--- src/rtl/sha256_compression_core.sv ---
// SHA-256 compression core: consumer side of the message-schedule interface.
// Accepts one 512-bit block request, strobes the scheduler, runs 64 rounds on
// the incoming Wt stream, folds the working variables into H and presents the
// digest. Multi-block messages chain H; first_i restarts from the IV.
//
// Ports:
//   clk_i         clock, all state updates on the rising edge
//   reset_i       synchronous active-high reset
//   v_i/first_i   block request / first-block-of-message flag (sampled on accept)
//   ready_o       core can accept a block this cycle
//   sched_init_o  scheduler init strobe (combinational: v_i & ready_o)
//   Wt_i          schedule word W[t], valid during round t
//   round_o       current round index (0 outside the round phase)
//   v_o           one-cycle pulse, digest_o refreshed for the finished block
//   digest_o      {H0..H7}, H0 in [255:224]
module sha256_compression_core (
  input  logic         clk_i,
  input  logic         reset_i,
  input  logic         v_i,
  input  logic         first_i,
  output logic         ready_o,
  output logic         sched_init_o,
  input  logic [31:0]  Wt_i,
  output logic [5:0]   round_o,
  output logic         v_o,
  output logic [255:0] digest_o
);

  localparam int unsigned WORD_W    = 32;
  localparam int unsigned NUM_WORDS = 8;
  localparam int unsigned ROUNDS    = 64;
  localparam int unsigned ROUND_W   = 6;
  localparam int unsigned DIGEST_W  = WORD_W * NUM_WORDS;

  localparam logic [WORD_W-1:0] IV [NUM_WORDS] = '{
    32'h6a09e667, 32'hbb67ae85, 32'h3c6ef372, 32'ha54ff53a,
    32'h510e527f, 32'h9b05688c, 32'h1f83d9ab, 32'h5be0cd19
  };

  localparam logic [WORD_W-1:0] K [ROUNDS] = '{
    32'h428a2f98, 32'h71374491, 32'hb5c0fbcf, 32'he9b5dba5, 32'h3956c25b, 32'h59f111f1, 32'h923f82a4, 32'hab1c5ed5,
    32'hd807aa98, 32'h12835b01, 32'h243185be, 32'h550c7dc3, 32'h72be5d74, 32'h80deb1fe, 32'h9bdc06a7, 32'hc19bf174,
    32'he49b69c1, 32'hefbe4786, 32'h0fc19dc6, 32'h240ca1cc, 32'h2de92c6f, 32'h4a7484aa, 32'h5cb0a9dc, 32'h76f988da,
    32'h983e5152, 32'ha831c66d, 32'hb00327c8, 32'hbf597fc7, 32'hc6e00bf3, 32'hd5a79147, 32'h06ca6351, 32'h14292967,
    32'h27b70a85, 32'h2e1b2138, 32'h4d2c6dfc, 32'h53380d13, 32'h650a7354, 32'h766a0abb, 32'h81c2c92e, 32'h92722c85,
    32'ha2bfe8a1, 32'ha81a664b, 32'hc24b8b70, 32'hc76c51a3, 32'hd192e819, 32'hd6990624, 32'hf40e3585, 32'h106aa070,
    32'h19a4c116, 32'h1e376c08, 32'h2748774c, 32'h34b0bcb5, 32'h391c0cb3, 32'h4ed8aa4a, 32'h5b9cca4f, 32'h682e6ff3,
    32'h748f82ee, 32'h78a5636f, 32'h84c87814, 32'h8cc70208, 32'h90befffa, 32'ha4506ceb, 32'hbef9a3f7, 32'hc67178f2
  };

  typedef enum logic [1:0] {S_IDLE, S_ROUND, S_FINAL, S_DONE} state_t;

  state_t              state_q, state_d;
  logic [WORD_W-1:0]   h_q  [NUM_WORDS];  // chaining state H0..H7
  logic [WORD_W-1:0]   wv_q [NUM_WORDS];  // working variables a..h at index 0..7
  logic [ROUND_W-1:0]  t_q;
  logic                accept;
  logic [WORD_W-1:0]   s0_c, s1_c, ch_c, maj_c, t1_c, t2_c;

  // State register
  always_ff @(posedge clk_i) begin : state_reg
    if (reset_i) state_q <= S_IDLE;
    else         state_q <= state_d;
  end

  // Next state, handshake and completion decode
  always_comb begin : fsm_comb
    state_d = state_q;
    ready_o = 1'b0;
    v_o     = 1'b0;
    accept  = 1'b0;
    case (state_q)
      S_IDLE:  ready_o = 1'b1;
      S_ROUND: if (t_q == ROUND_W'(ROUNDS - 1)) state_d = S_FINAL;
      S_FINAL: state_d = S_DONE;
      S_DONE: begin
        ready_o = 1'b1;
        v_o     = 1'b1;
        state_d = S_IDLE;
      end
      default: state_d = S_IDLE;
    endcase
    // An accept in DONE starts the next block exactly as from IDLE.
    accept = v_i & ready_o & ~reset_i;
    if (accept) state_d = S_ROUND;
  end

  assign sched_init_o = accept;
  assign round_o      = t_q;

  // Round functions on the current working variables
  assign s0_c  = {wv_q[0][1:0],  wv_q[0][31:2]}  ^ {wv_q[0][12:0], wv_q[0][31:13]} ^
                 {wv_q[0][21:0], wv_q[0][31:22]};
  assign s1_c  = {wv_q[4][5:0],  wv_q[4][31:6]}  ^ {wv_q[4][10:0], wv_q[4][31:11]} ^
                 {wv_q[4][24:0], wv_q[4][31:25]};
  assign ch_c  = (wv_q[4] & wv_q[5]) ^ (~wv_q[4] & wv_q[6]);
  assign maj_c = (wv_q[0] & wv_q[1]) ^ (wv_q[0] & wv_q[2]) ^ (wv_q[1] & wv_q[2]);
  assign t1_c  = wv_q[7] + s1_c + ch_c + K[t_q] + Wt_i;
  assign t2_c  = s0_c + maj_c;

  // Working variables, chaining state, round counter and digest register
  always_ff @(posedge clk_i) begin : datapath
    if (reset_i) begin
      h_q      <= IV;
      for (int i = 0; i < int'(NUM_WORDS); i++) wv_q[i] <= '0;
      t_q      <= '0;
      digest_o <= '0;
    end else if (accept) begin
      t_q <= '0;
      if (first_i) begin
        h_q  <= IV;
        wv_q <= IV;
      end else begin
        wv_q <= h_q;
      end
    end else begin
      case (state_q)
        S_ROUND: begin
          wv_q[7] <= wv_q[6];
          wv_q[6] <= wv_q[5];
          wv_q[5] <= wv_q[4];
          wv_q[4] <= wv_q[3] + t1_c;
          wv_q[3] <= wv_q[2];
          wv_q[2] <= wv_q[1];
          wv_q[1] <= wv_q[0];
          wv_q[0] <= t1_c + t2_c;
          // Wraps to 0 after the last round so round_o reads 0 outside ROUND.
          t_q     <= t_q + ROUND_W'(1);
        end
        S_FINAL: begin
          for (int i = 0; i < int'(NUM_WORDS); i++) begin
            h_q[i] <= h_q[i] + wv_q[i];
            digest_o[DIGEST_W - 1 - WORD_W * i -: WORD_W] <= h_q[i] + wv_q[i];
          end
        end
        default: ;
      endcase
    end
  end

endmodule

--- config.mk ---
export PLATFORM = sky130hd
export DESIGN_NAME = sha256_compression_core
export DESIGN_NICKNAME = d
export VERILOG_FILES = /design/src/rtl/sha256_compression_core.sv
export SDC_FILE = /design/constraint.sdc
export NUM_CORES = 2
export LEC_CHECK = 0
export ABC_CLOCK_PERIOD_IN_PS = 8300
export BUFFER_PORTS_ARGS = -buffer_cell sky130_fd_sc_hd__buf_2
export CORE_MARGIN = 1
export CORE_UTILIZATION = 55
export DETAILED_ROUTE_END_ITERATION = 12
export GPL_TIMING_DRIVEN = 1
export HOLD_SLACK_MARGIN = 0.03
export PLACE_DENSITY_LB_ADDON = 0.25
export SYNTH_ARGS = -nofsm -noshare
export SYNTH_HDL_FRONTEND = slang
export SYNTH_SLANG_ARGS = --single-unit
--- constraint.sdc ---
create_clock -name clk_i -period 8.3 [get_ports clk_i]
set_clock_uncertainty 0.15 [all_clocks]
set_input_delay 0.83 -clock clk_i [delete_from_list [all_inputs] [get_ports clk_i]]
set_output_delay 0.83 -clock clk_i [all_outputs]
set_load 0.01 [all_outputs]
* Word level (Yosys, flattened, before mapping)
Memories as Yosys holds them, arrays and structs flattened.
Cells that the tools add are included.
** Storage, ports and cells
- Input bits :: 36
- Latch bits :: 0
- Output and inout bits :: 265
- Memories kept :: 1
- Memory bits (read-only) :: 2048
- Register bits :: 776
- Bits in writable memories :: 0
** Memory list
- (name not given) :: depth 64, bits a word 32, rd ports 1, clocked after Yosys merged registers in 0, write ports 0, RTL line 98 : assign t1_c = wv_q[7] + s1_c + ch_c + K[t_q] + Wt_i;
** Cells by class
- Bitwise gates (word level) :: 18
- Reduce and logical (&&, ||, !) cells :: 10
- Eq/ne operators :: 6
- $add $sub $neg :: 16
- Multiplexer cells :: 12
- Div/mod/pow operators :: 0
- Multipliers :: 0
- $lt $le $gt $ge :: 1
- Shifts and indexed selects :: 0
** Operators by type and width (number)
- $mux W256 :: 5
- $add A32 B32 Y32 :: 15
- $xor A32 B32 Y32 :: 7
- $and A32 B32 Y32 :: 5
- $mux W32 :: 2
- $not A32 Y32 :: 1
- $ge A7 B7 Y1 const B :: 1
- $not A6 Y7 :: 1
- $add A6 B1 Y6 const B :: 1
- $eq A6 B6 Y1 const B :: 1
- $pmux W2 S3 :: 1
- $reduce_and A2 Y1 :: 3
- $eq A2 B2 Y1 const B :: 2
- $reduce_bool A2 Y1 :: 2
- $reduce_bool A4 Y1 :: 1
- $reduce_or A2 Y1 :: 2
- $mux W1 :: 3
- $ne A3 B3 Y1 const B :: 1
- $reduce_bool A3 Y1 :: 1
- $and A1 B1 Y1 :: 2
- $eq A2 B1 Y1 const B :: 1
- $logic_not A2 Y1 :: 1
- $mux W2 :: 1
- $ne A2 B2 Y1 const B :: 1
- $not A1 Y1 :: 2

* Longest topological paths before layout
- Depth in word-level cells :: 9
- Gate-level depth with buffers :: 38
- Depth with buffers taken out :: 36

* Worst setup path before layout
No wires, ideal clock.
- Kind :: reg2reg
- From :: reg t_q[2], in the netlist round_o[2]
- To :: reg wv_q[255] in the netlist's numbering
- Cell stages (with the launch flop) :: 36
- Arrival time :: 8.285 ns
- Data required time :: 8.058 ns
- Clock period less this slack :: 8.527 ns
- Path slack :: -0.227 ns
- Cell sequence :: dfxtp_1 > inv_1 > clkbuf_1 > clkbuf_1 > buf_1 > ha_1 > nor2b_1 > a211oi_1 > mux4_2 > fa_1 > inv_1 > ha_1 > inv_1 > fa_1 > nor2b_1 > nor3_1 > o21a_1 > a211o_1 > o211a_1 > o21ai_0 > a21oi_1 > o21bai_1 > a21o_1 > a21oi_1 > xnor2_1 > fa_1 > ha_1 > and3_1 > a221o_1 > a31oi_1 > o311ai_0 > a21o_1 > a31oi_1 > o21ai_0 > xnor2_1 > o32ai_1
** Between the ends
- Cells in the longest elaborated chain, start to end :: 9
** RTL lines
- start, declared :: RTL line 56 : logic [ROUND_W-1:0] t_q;
- start signal, assigned :: RTL line 128 : t_q <= t_q + ROUND_W'(1);
- $not A6 Y7 (not written as such) :: RTL line 98
- $mem_v2 Z64 W32
- $mux W32 (not written as such) (2 in a row) :: RTL line 98
- $add A32 B32 Y32 (2 in a row) :: RTL line 98
- $add A32 B32 Y32 :: RTL line 126 : wv_q[0] <= t1_c + t2_c;
- $mux W256 :: RTL line 117 : case (state_q)
- $mux W256 :: RTL line 108 : end else if (accept) begin
- end signal, assigned :: RTL line 114 : wv_q <= h_q;
- end, declared :: RTL line 55 : logic [WORD_W-1:0] wv_q [NUM_WORDS];
Every way passes these cells. The select of a mux whose other input is x is not followed.
A chain may end at the register's enable or synchronous reset.

* Worst setup path after layout
- From :: reg wv_q[109] in the netlist's numbering
- To :: reg wv_q[255] in the netlist's numbering
** Between the ends
- Cells in the longest elaborated chain, start to end :: 9
- Elaborated cells between the ends (all ways) :: 13
- Classes of those cells :: add/sub (5); mux (2); bitwise (6)
** RTL lines (RTL line)
- $xor A32 B32 Y32 / $not A32 Y32 (equally long branches) :: 94, 96
- $xor A32 B32 Y32 / $and A32 B32 Y32 (equally long branches) :: 94, 96
- $add A32 B32 Y32 / $xor A32 B32 Y32 (equally long branches) :: 98, 96
- $add A32 B32 Y32 * (3 in a row) :: 98
- $add A32 B32 Y32 * :: 126
- $mux W256 * :: 117
- $mux W256 * :: 108
Mark *: on every way between the ends. The rest lies on a longest branch, timed or not. The select of a mux whose other input is x is not followed.

==> summary.md <==
| Metric | Value |
|---|---|
| Status | `finished, final reports clean` |
| Sequential cell area in the final layout | `approximately 16,000 um2` |
| Fraction of the mapped netlist area in compound gates | `21.5%` |
| Antenna violations before repair | `9` |
| Post-CTS setup buffer count | `0` |
| Clock latency on the worst-skew pair | `roughly 0.70 ns` |
| Half-perimeter wire length of the detailed placement result | `approximately 160,000 um` |
| Cell type with the highest occurrence count on the critical path | `sky130_fd_sc_hd__fa_1` |
| Core Footprint | `approximately 96,000 um2` |
| Flop and latch count out of synthesis | `776` |
| CTS HTree Levels | `3` |
| DR DRC count | `0` |
| Dominant combinational cell family by area after synthesis | `compound AO/OA/AOI/OAI gates` |
| Startpoint of the tightest hold check path | `digest_o[232]$_SDFFE_PP0P_` |
| Post-synthesis area per instance | `between 8 and 9 um2` |
| Number of sinks on the clock net | `776` |
| Synthesized-area fraction occupied by adder cells | `between 10% and 20%` |
| Clock-pin slew of the registers on the worst-case setup and hold paths | `about 0.06 ns` |
| Number of flops mapped to enable cells by yosys | `0` |
| Drt via density | `6.42` |
| Worst path top cell family by delay | `adder cells` |
| Number of global-route vias before repair | `47,600` |
| Final core area utilization | `63.0%` |
| Share of final-layout standard cells stronger than drive strength 1 | `12.0%` |
| Worst endpoint required time | `slightly below 9 ns` |
| Routed vias | `51,200` |
| Sequential element share of the synthesized area | `between 20% and 30%` |
| Final critical delay including setup and external delays | `between 7 and 8 ns` |
| Max-slew headroom at the worst pin | `23.9%` |
| Fmax | `127 MHz` |
| Worst Setup End Kind | `register` |
| Die width | `roughly 310 um` |
| Prevailing post-synth register cell | `sky130_fd_sc_hd__dfxtp_1` |
| WHS | `0.322 ns` |
| Mean routed wirelength per cell | `26.9 um` |
| Number of top-level design ports | `~300` |
| Standard-cell row count | `between 100 and 150` |
| Root buffer cell | `sky130_fd_sc_hd__clkbuf_16` |
| Yosys cell types | `just over 90` |
| Depth of the most critical reg-to-reg path | `29` |
| Global-route wire length before repair | `between 300,000 and 400,000 um` |
| Overflow after GRT | `0` |
| Critical path arrival | `a little over 8 ns` |
| Destination of the worst hold path | `digest_o[232]$_SDFFE_PP0P_` |
| Buffering stage count on the worst path with inverters included | `2` |
| TritonCTS clock tree | `done` |
| Simple logic cell fraction of the synthesized area | `between 10 and 15%` |
| Final setup fails | `0` |
| Placer Congestion | `approximately 1.0` |
| Setup slack on the worst flop-to-flop path | `between 0.4 and 0.5 ns` |
| Reg2reg start | `wv_q[109]$_SDFFE_PP0P_` |
| Largest net degree at the start of global routing | `100` |
| Proportion of register bits with asynchronous set or reset after synthesis | `0%` |
| # hold bufs at CTS | `0` |
| Period utilisation layout | `between 90% and 100%` |
| Crit-path max FO | `4` |
| Post-CTS Resized | `0` |
| Chip height | `314 um` |
| Synthesized instance count | `around 6,400` |
| WL final | `214,000 um` |
| First-pass detailed-route iteration total | `9` |
| Max-slew violation total from the final report | `0` |
| Final nets | `~7,200` |
| Worst min-delay path class | `reg -> reg` |
| Net count after synthesis | `between 6,000 and 7,000` |
| Number of warnings reported in the yosys synthesis log | `0` |
| Least-Margin Pin Slew | `between 1 and 1.5 ns` |
| Delay contributed by the slowest stage of the critical path | `0.72 ns` |
| ANT nets after route | `0` |
| Number of inserted filler cells in the final layout | `about 8,400` |
| Mapped Area | `around 53,000 um2` |
| Number of max-cap violations | `0` |
| Port bufs | `300` |
| Initial standard-cell utilization of the core | `between 50 and 60%` |
| Worst setup slack after layout | `about 0.44 ns` |
| Drt first-iter violations | `5,816` |
| Terminus of the critical flop-to-flop path | `wv_q[255]$_SDFFE_PP0P_` |
| Type of the worst setup path | `reg -> reg` |
| Share of the synthesized netlist area taken by xor and xnor gates | `between 7 and 8%` |
| Overall Global Routing Usage | `between 40 and 50%` |
| Multiplexer area fraction after synthesis | `under 10%` |
| Final-report hold violation count | `0` |
| Die Outline Area | `a little under 100,000 um2` |
| Crit path max-delay cell type | `sky130_fd_sc_hd__xnor2_1` |
| Layout overhead on the synthesized area | `12.6%` |
| Number of buffers on the longest clock path | `3` |
| CP Launch Type | `register` |
| Area taken by multi-input logic gates | `between 30,000 and 40,000 um2` |
| Worst-case setup slack after placement | `between 0.2 and 0.25 ns` |
| Instance count along the most critical hold path | `2` |
| Cts bufs inserted | `between 80 and 90` |
## final cells by class
cell class	instances	share of cell area [%]
Inverter	339	2.13
Multi-Input combinational cell	4889	58.7
Sequential cell	776	25.8
Tap cell	1265	2.63
Timing Repair Buffer	543	5.63
Clock buffer	122	4.27
Antenna cell	7	0.0291
Clock inverter	37	0.796
## cells in the final DEF (no fill, tap or decap), types with 32 or more instances in the layout
master	Yosys	layout
sky130_fd_sc_hd__nor2_1	799	795
sky130_fd_sc_hd__dfxtp_1	776	772
sky130_fd_sc_hd__a21oi_1	423	419
sky130_fd_sc_hd__mux2i_1	402	402
sky130_fd_sc_hd__ha_1	373	370
sky130_fd_sc_hd__nand2_1	357	352
sky130_fd_sc_hd__inv_1	335	333
sky130_fd_sc_hd__xnor2_1	315	310
sky130_fd_sc_hd__buf_2	2	298
sky130_fd_sc_hd__o21ai_0	270	267
sky130_fd_sc_hd__buf_4	0	240
sky130_fd_sc_hd__nor3_1	214	214
sky130_fd_sc_hd__a211oi_1	198	198
sky130_fd_sc_hd__a21o_1	167	167
sky130_fd_sc_hd__fa_1	133	133
sky130_fd_sc_hd__xor2_1	132	131
sky130_fd_sc_hd__a31oi_1	125	124
sky130_fd_sc_hd__o22ai_1	123	123
sky130_fd_sc_hd__clkbuf_16	0	89
sky130_fd_sc_hd__nand3_1	81	81
sky130_fd_sc_hd__nand2b_1	72	72
sky130_fd_sc_hd__a22oi_1	67	67
sky130_fd_sc_hd__nor2b_1	55	51
sky130_fd_sc_hd__o21a_1	51	51
sky130_fd_sc_hd__and3_1	42	42
sky130_fd_sc_hd__o21bai_1	33	32
## worst max path at each step
stage | startpoint | to | slack [ns] | depth (start not counted)
4_1_cts | round_o[0]$_SDFFE_PP0P_ | wv_q[255]$_SDFFE_PP0P_ | 0.25 | 33
3_3_place_gp | Wt_i[1] | wv_q[255]$_SDFFE_PP0P_ | 0.24 | 31
5_1_grt | round_o[0]$_SDFFE_PP0P_ | wv_q[255]$_SDFFE_PP0P_ | -0.009 | 36
6_report | wv_q[109]$_SDFFE_PP0P_ | wv_q[255]$_SDFFE_PP0P_ | 0.44 | 29
2_1_floorplan | round_o[2]$_SDFFE_PP0P_ | wv_q[255]$_SDFFE_PP0P_ | 0.07 | 35
3_5_place_dp | Wt_i[1] | wv_q[255]$_SDFFE_PP0P_ | 0.21 | 31
## cell usage after synthesis, drive strengths merged, types with 42 or more instances
cell	n	area share [%]
dfxtp	776	29
clkbuf	374	2.6
nor2b	55	0.64
and3	42	0.49
o21a	51	0.72
nor2	799	5.6
o21ai	283	2.7
xnor2	315	5.2
nand2b	72	0.84
inv	337	2.4
xor2	133	2.2
fa	133	5.0
ha	373	8.7
a22oi	67	0.94
nand3	81	0.76
a21oi	426	4.0
a21o	167	2.3
o22ai	123	1.4
a31oi	126	1.5
nor3	214	2.0
nand2	357	2.5
mux2i	402	7.5
a211oi	198	2.8
## cell families after synthesis
group,Yosys count
multiplexers,438
adder cells (fa/ha/maj),528
XOR/XNOR,450
AO/OA/AOI/OAI,1747
flip-flops,776
AND/OR/NAND/NOR,1726
buffers and inverters,749
## worst reg2reg max path, delay by kind of cell, from the launching register on
kind | cells | cell delay (ns)
AO/OA/AOI/OAI | 12 | 2.23
XOR/XNOR | 4 | 1.60
adder cells (fa/ha/maj) | 6 | 2.71
buffers and inverters | 2 | 0.16
flip-flops | 1 | 0.32
AND/OR/NAND/NOR | 5 | 0.57
## per-layer routing
| layer | part of all wire (%) | track usage [%] | vias up |
|---|---|---|---|
| met5 | 0.0061 | 0 | - |
| met4 | 6.7 | 24.7 | 2 |
| met3 | 10 | 8.88 | 637 |
| met2 | 43 | 63.6 | 2763 |
| met1 | 41 | 55.8 | 24600 |
| li1 | - | - | 23300 |
## metrics by stage
step | std cells | TNS (ns) | instance area, um2
after floorplan | 6414 | 0 | 53400
after global placement | 7812 | 0 | 57000
final | 7978 | 0 | 60200
after global routing | 7971 | -0.00898 | 60200
after detailed placement | 7812 | 0 | 57000
after CTS | 7971 | 0 | 60100
## registers in the layout, indices dropped and copies added (netlist names)
| register | cells |
|---|---|
| wv_q | 256 |
| h_q | 256 |
| digest_o | 256 |
| state_q | 2 |
| round_o | 6 |
Power is not shown: default switching activity piles up to over one toggle a cycle in this logic, so the estimate is an artifact.
